<file path="config.mk">
export PLATFORM = sky130hd
export DESIGN_NAME = stream_prefetch_buffer
export DESIGN_NICKNAME = d
export VERILOG_FILES = /design/src/rtl/stream_prefetch_buffer.sv
export SDC_FILE = /design/constraint.sdc
export NUM_CORES = 2
export LEC_CHECK = 0
export BUFFER_PORTS_ARGS = -buffer_cell sky130_fd_sc_hd__buf_2
export CAP_MARGIN = 10
export CELL_PAD_IN_SITES_DETAIL_PLACEMENT = 0
export CELL_PAD_IN_SITES_GLOBAL_PLACEMENT = 2
export CORE_MARGIN = 2
export CORE_UTILIZATION = 36
export DETAILED_ROUTE_END_ITERATION = 16
export GPL_TIMING_DRIVEN = 0
export PLACE_DENSITY_LB_ADDON = 0.1
export SYNTH_ARGS = -nofsm -noshare
export SYNTH_HDL_FRONTEND = slang
export SYNTH_SLANG_ARGS = --single-unit
</file>
<file path="constraint.sdc">
create_clock -name clk -period 3.2 [get_ports clk]
set_clock_uncertainty 0.15 [all_clocks]
set_input_delay 0.16 -clock clk [delete_from_list [all_inputs] [get_ports clk]]
set_output_delay 0.16 -clock clk [all_outputs]
set_load 0.01 [all_outputs]
</file>
<file path="src/rtl/stream_prefetch_buffer.sv">
// stream_prefetch_buffer: fully-associative line prefetch buffer between the upstream requester and pmem.
// Optional hit/issue counters are built when PREFETCH_STATS_EN is defined.
module stream_prefetch_buffer #(
    parameter int ENTRIES = 4,
    parameter int QDEPTH  = 2
) (
    input  logic         clk,
    input  logic         reset_n,
    input  logic [31:0]  address,
    input  logic         read,
    input  logic         write,
    input  logic [255:0] wdata,
    output logic [255:0] rdata,
    output logic         resp,
    input  logic [31:0]  ORB,
    input  logic         prefetch_en,
    output logic [31:0]  pmem_address,
    output logic         pmem_read,
    output logic         pmem_write,
    output logic [255:0] pmem_wdata,
    input  logic [255:0] pmem_rdata,
    input  logic         pmem_resp,
    output logic [31:0]  stat_hits,
    output logic [31:0]  stat_issued
);
    localparam int EW = $clog2(ENTRIES);
    localparam int QW = $clog2(QDEPTH);

    typedef enum logic [2:0] {IDLE, HIT_RESP, DMD_RD, DMD_WR, PF_RD, RESP} state_t;

    state_t             state_q;
    logic [ENTRIES-1:0] valid_q;
    logic [26:0]        etag_q [ENTRIES];
    logic [255:0]       line_q [ENTRIES];
    logic [EW-1:0]      ptr_q;
    logic [26:0]        qtag_q [QDEPTH];
    logic [QDEPTH-1:0]  qlive_q;
    logic [QW-1:0]      qhead_q, qhead_d, qtail;
    logic [QW:0]        qcnt_q, qcnt_d;
    logic [26:0]        pf_tag_q;
    logic [255:0]       rdata_q, pmem_wdata_q;
    logic [31:0]        pmem_address_q;
    logic               resp_q, pmem_read_q, pmem_write_q;

    logic [26:0]   tag, orb_tag;
    logic          hit, orb_dup, idle, pop, pf_go, push, drop, pf_match;
    logic [EW-1:0] hit_idx;
    logic          unused_ok;

    assign tag       = address[31:5];
    assign orb_tag   = ORB[31:5];
    assign unused_ok = ^{address[4:0], ORB[4:0]};

    assign rdata        = rdata_q;
    assign resp         = resp_q;
    assign pmem_address = pmem_address_q;
    assign pmem_read    = pmem_read_q;
    assign pmem_write   = pmem_write_q;
    assign pmem_wdata   = pmem_wdata_q;

    always_comb begin
        hit     = 1'b0;
        hit_idx = '0;
        orb_dup = (state_q == PF_RD) && (pf_tag_q == orb_tag);
        for (int i = 0; i < ENTRIES; i++) begin
            if (valid_q[i] && etag_q[i] == tag) begin
                hit     = 1'b1;
                hit_idx = EW'(i);
            end
            if (valid_q[i] && etag_q[i] == orb_tag) orb_dup = 1'b1;
        end
        for (int i = 0; i < QDEPTH; i++)
            if (qlive_q[i] && qtag_q[i] == orb_tag) orb_dup = 1'b1;
    end

    // A full queue with no pop discards its oldest slot; the tail then lands on the old head.
    assign idle     = state_q == IDLE;
    assign pop      = idle && !write && !read && qcnt_q != '0;
    assign pf_go    = pop && qlive_q[qhead_q];
    assign push     = prefetch_en && !orb_dup;
    assign drop     = push && !pop && qcnt_q == (QW+1)'(QDEPTH);
    assign qtail    = qhead_q + qcnt_q[QW-1:0];
    assign qhead_d  = qhead_q + QW'(pop || drop);
    assign qcnt_d   = qcnt_q + (QW+1)'(push) - (QW+1)'(pop || drop);
    assign pf_match = tag == pf_tag_q;

    always_ff @(posedge clk or negedge reset_n) begin
        if (!reset_n) begin
            state_q        <= IDLE;
            valid_q        <= '0;
            ptr_q          <= '0;
            qlive_q        <= '0;
            qhead_q        <= '0;
            qcnt_q         <= '0;
            pf_tag_q       <= '0;
            rdata_q        <= '0;
            resp_q         <= 1'b0;
            pmem_address_q <= '0;
            pmem_read_q    <= 1'b0;
            pmem_write_q   <= 1'b0;
            pmem_wdata_q   <= '0;
            for (int i = 0; i < ENTRIES; i++) begin
                etag_q[i] <= '0;
                line_q[i] <= '0;
            end
            for (int i = 0; i < QDEPTH; i++) qtag_q[i] <= '0;
        end else begin
            qhead_q <= qhead_d;
            qcnt_q  <= qcnt_d;
            if (pop || drop) qlive_q[qhead_q] <= 1'b0;
            if (idle && write)
                for (int i = 0; i < QDEPTH; i++)
                    if (qtag_q[i] == tag) qlive_q[i] <= 1'b0;
            if (push) begin
                qtag_q[qtail]  <= orb_tag;
                qlive_q[qtail] <= 1'b1;
            end
            case (state_q)
                IDLE: begin
                    if (write) begin
                        for (int i = 0; i < ENTRIES; i++)
                            if (etag_q[i] == tag) valid_q[i] <= 1'b0;
                        pmem_address_q <= {tag, 5'b0};
                        pmem_wdata_q   <= wdata;
                        pmem_write_q   <= 1'b1;
                        state_q        <= DMD_WR;
                    end else if (read && hit) begin
                        rdata_q <= line_q[hit_idx];
                        resp_q  <= 1'b1;
                        state_q <= HIT_RESP;
                    end else if (read) begin
                        pmem_address_q <= {tag, 5'b0};
                        pmem_read_q    <= 1'b1;
                        state_q        <= DMD_RD;
                    end else if (pf_go) begin
                        pf_tag_q       <= qtag_q[qhead_q];
                        pmem_address_q <= {qtag_q[qhead_q], 5'b0};
                        pmem_read_q    <= 1'b1;
                        state_q        <= PF_RD;
                    end
                end
                DMD_RD, DMD_WR: begin
                    if (pmem_resp) begin
                        if (state_q == DMD_RD) rdata_q <= pmem_rdata;
                        pmem_read_q  <= 1'b0;
                        pmem_write_q <= 1'b0;
                        resp_q       <= 1'b1;
                        state_q      <= RESP;
                    end
                end
                PF_RD: begin
                    if (pmem_resp) begin
                        pmem_read_q <= 1'b0;
                        state_q     <= IDLE;
                        if (!(write && pf_match)) begin
                            line_q[ptr_q]  <= pmem_rdata;
                            etag_q[ptr_q]  <= pf_tag_q;
                            valid_q[ptr_q] <= 1'b1;
                            ptr_q          <= ptr_q + EW'(1);
                            if (read && pf_match) begin
                                rdata_q <= pmem_rdata;
                                resp_q  <= 1'b1;
                                state_q <= RESP;
                            end
                        end
                    end
                end
                default: begin
                    resp_q  <= 1'b0;
                    state_q <= IDLE;
                end
            endcase
        end
    end

`ifdef PREFETCH_STATS_EN
    logic [31:0] hits_q, issued_q;

    always_ff @(posedge clk or negedge reset_n) begin
        if (!reset_n) begin
            hits_q   <= '0;
            issued_q <= '0;
        end else begin
            if (idle && !write && read && hit && hits_q != '1) hits_q <= hits_q + 32'd1;
            if (pf_go && issued_q != '1) issued_q <= issued_q + 32'd1;
        end
    end

    assign stat_hits   = hits_q;
    assign stat_issued = issued_q;
`else
    assign stat_hits   = '0;
    assign stat_issued = '0;
`endif
endmodule

</file>
==> summary.txt <==
Pwr
  • PD cells: 914 nW/um2
  • Combinational group share of total power: 38.6%
  • P_int: 67.2 mW
  • P_leak: 54.3 nW
  • Sequential Power Share: 37.6%
  • Psw: 34.9 mW
  • Switch share: 34.2%
  • Worst ir drop on vdd: 534 uV
  • Power share of the clock group: 23.8%

Setup path
  • Critical Path AT: 4.01 ns
  • Crit-path most repeated cell: buf_12
  • Critical Path Max Stage Delay: 0.49 ns
  • Worst endpoint required time: 3.79 ns
  • Highest net fanout along the worst path: 5
  • Crit path cell chain: xnor2_2 > nand4_1 > nor4_4 > and3_4 > or4b_4 > a21o_1 > o211ai_4 > buf_12 > buf_12 > buf_16 > buf_12 > clkbuf_16 > mux2_4
  • CP Launch Type: register
  • CP Class: reg2reg
  • Nature of the critical path endpoint: register
  • CP max-delay cell: nor4_4

Global routing
  • GRT Total Usage: 24.9%
  • First-pass GRT wire length: 427000 um
  • Initial antenna violation count: 63
  • Gr ovfl total: 0
  • Largest net degree at the start of global routing: 156
  • Vias in the first global route: 62615

Run status
  • Status: finished, violations left
  • Failing checks: hold timing, setup timing

Timing
  • Final worst slack: -0.219 ns
  • Tcrit/Tclk final: 107%
  • RSZ-0062 raised after global routing: true
  • Tmin final: 3.42 ns
  • Slew HR: 16.1%
  • Final setup vio count: 271
  • Max Fclk: 0.292 GHz
  • Hold Violations, Final: 397
  • Hold_ws: -0.797 ns
  • Max-slew violation count: 0
  • Sum Neg Setup Slack: -28.93 ns
  • Tightest Pin Transition: 1.25 ns

CTS
  • CTS buffer count: 206
  • Clk buf depth: 3
  • CTS sink cnt: 1769
  • Clock transition at path regs: 0.06 ns
  • Clk root buf: clkbuf_16
  • Clock latency on the worst-skew pair: 0.85 ns
  • CTS tree: done
  • H-tree depth: 4

Flow run
  • Max Cap Viol: 0

Route
  • Drc violations: 0
  • Initial drt markers: 3682
  • Initial DRT Pass Iterations: 5
  • Total wire length: 295000 um
  • Wire per inst: 24.7 um
  • Via count: 60499
  • Vias per Instance: 5.06
  • Post-DRT Antenna Nets: 0

Finish
  • Area grow syn2layout: 37.4%
  • Final Core Density: 49.7%
  • Post-Layout Cell Count: 11955
  • Design area: 112000 um2
  • Net count, final: 9359
  • Fraction of layout instances using a drive strength above 1: 40.3%

Synthesis
  • Yosys reg bits: 1769
  • Post-synthesis cell area: 81300 um2
  • Yosys Warn Count: 0
  • Distinct cells, synth: 50
  • Sequential area share after synthesis: 54.4%
  • Mapped Avg Cell Area: 12.8 um2
  • Post-synthesis cell count: 6344

Placement
  • Cell count after placement: 10483
  • RePlAce Congestion: 0.882
  • Placed inst area: 91100 um2
  • Detailed Place HPWL: 201000 um
  • # port buffers: 1059

Floorplan
  • Initial core utilization: 36.2%
  • DIE AREA: 230000 um2
  • # IOs: 1193
  • Die Span X: 479 um
  • Core area: 225000 um2
  • Floorplan row count: 174
  • Chip Height: 479 um

Worst hold path
  • HP Class: in2async
==> worst paths after layout <==
kind	to	slack, ns	cells after the start	start
max	rdata[128]	-0.22	13	etag_q[22]
min	pmem_wdata[251]	-0.80	2	reset_n
max reg2reg	rdata[128]	-0.22	13	etag_q[22]
min reg2reg	pmem_address[22]	0.33	1	pmem_address[22]
max in group asynchronous	rdata[175]	0.79	6	reset_n
min in group clk	line_q[926]	0.08	3	pmem_rdata[158]
==> metrics by stage <==
step	hold WS, ns	power [mW]	worst slack (ns)
6_report	-0.797	102	-0.219
4_1_cts	-0.822	102	-0.240
3_5_place_dp	0.117	73.0	-1.87
3_3_place_gp	0.241	72.3	-39.58
2_1_floorplan	-0.286	58.8	0.394
5_1_grt	-0.770	108	-0.272
==> critical path, delay by kind of cell, from the launching register on <==
family | cells | cell delay (ns)
XOR/XNOR | 1 | 0.22
flip-flops | 1 | 0.46
buffers and inverters | 5 | 0.73
multiplexers | 1 | 0.29
AND/OR/NAND/NOR | 4 | 1.15
AO/OA/AOI/OAI | 2 | 0.27
==> synth_stat cells (all sizes together) <==
library cell  instances  area (um2)
nor2                553        2080
a22oi                 2        15.0
o32ai                 1        8.76
buf                 246        1610
a21boi                1        7.51
o21ai                42         210
o2111ai               1        8.76
xor2                211        1850
and4                  1        8.76
mux2               1726       19400
nor3                 11        60.1
and3                  1        6.26
a221oi                1        8.76
nand2b                2        12.5
o22ai                 1        6.26
dfrtp              1769       44300
ha                    5        62.6
xnor2               171        1500
o211ai                2        28.8
conb                  1        3.75
o31ai                 2        15.0
nand4                58         363
mux2i               286        2860
or2                   3        18.8
nor4                 59         369
a31oi               262        1640
a21o                  3        22.5
a21oi                35         190
a32o                  1        10.0
o21a                  1        7.51
a211o               256        2240
inv                   8        30.0
or4b                  1        10.0
clkbuf              309        1180
and3b                 1        8.76
o21bai                1        7.51
nand2               299        1120
and2                  2        12.5
or3                   2        12.5
nand3                 7        35.0
==> state kept, by name, summed over array words and instances, names as in the netlist <==
| register | cells |
|---|---|
| ptr_q | 2 |
| pmem_write | 1 |
| resp | 1 |
| pf_tag_q | 27 |
| etag_q | 108 |
| qhead_q | 1 |
| qtag_q | 54 |
| line_q | 1024 |
| pmem_address | 27 |
| state_q | 3 |
| qcnt_q | 2 |
| rdata | 256 |
| qlive_q | 2 |
| valid_q | 4 |
| pmem_wdata | 256 |
| pmem_read | 1 |
==> layout by cell type (no fill, tap or decap), types with 58 or more instances in the layout <==
cell,instances
a211o_1,256
a31oi_1,249
buf_2,1124
buf_4,166
clkbuf_1,138
clkbuf_16,225
clkbuf_2,108
clkbuf_4,69
clkbuf_8,77
conb_1,69
dfrtp_1,1749
dlygate4sd3_1,1001
mux2_1,160
mux2_2,1465
mux2_4,101
mux2i_1,286
nand2_1,294
nand4_1,58
nor2_1,550
xnor2_1,152
xor2_1,205
==> layout make-up <==
type,count,area (um2)
Tap cell,2992,3740
Clock inverter,57,751
Fill cell,20278,113000
Inverter,8,30.0
Buffer,535,3830
Timing Repair Buffer,2172,17300
Multi-Input combinational cell,4080,35500
Sequential cell,1769,44300
Antenna cell,25,62.6
Clock buffer,317,6270
==> metal layers <==
layer / vias to the layer above / share of wire [%] / GRT usage, %
met5: - / 0.077 / 0
met4: 36 / 2.8 / 7.35
met3: 415 / 5.8 / 4.72
met2: 1686 / 47 / 40.3
met1: 31089 / 44 / 33.9
li1: 27273 / - / -
==> power groups by stage <==
stage	logic, mW	registers (mW)	clock network, mW
5_1_grt	42.4	39.5	26.0
6_report	39.4	38.4	24.3
4_1_cts	38.9	38.1	25.0
3_5_place_dp	34.8	38.2	0
3_3_place_gp	34.3	38.1	0
2_1_floorplan	20.4	38.4	0
==> cells by family after synthesis <==
logic type      Yosys count  share of synthesized area [%]
buf+inv                 563                           3.46
other cells               1                        0.00461
compound gates          612                           5.44
mux                    2012                           27.4
xor+xnor                382                           4.11
simple gates           1000                           5.06
flops                  1769                           54.4
fa+ha+maj                 5                         0.0769
==> what timing repair did <==
action,4_1_cts,5_1_grt
buffers inserted,44,28
gates cloned,14,10
hold buffers,990,16
setup endpoints to repair,1872,1863
pin swaps,14,37
resized for setup,506,360
endpoints found under the hold margin,2165,254
(Power assumes the default switching activity.)
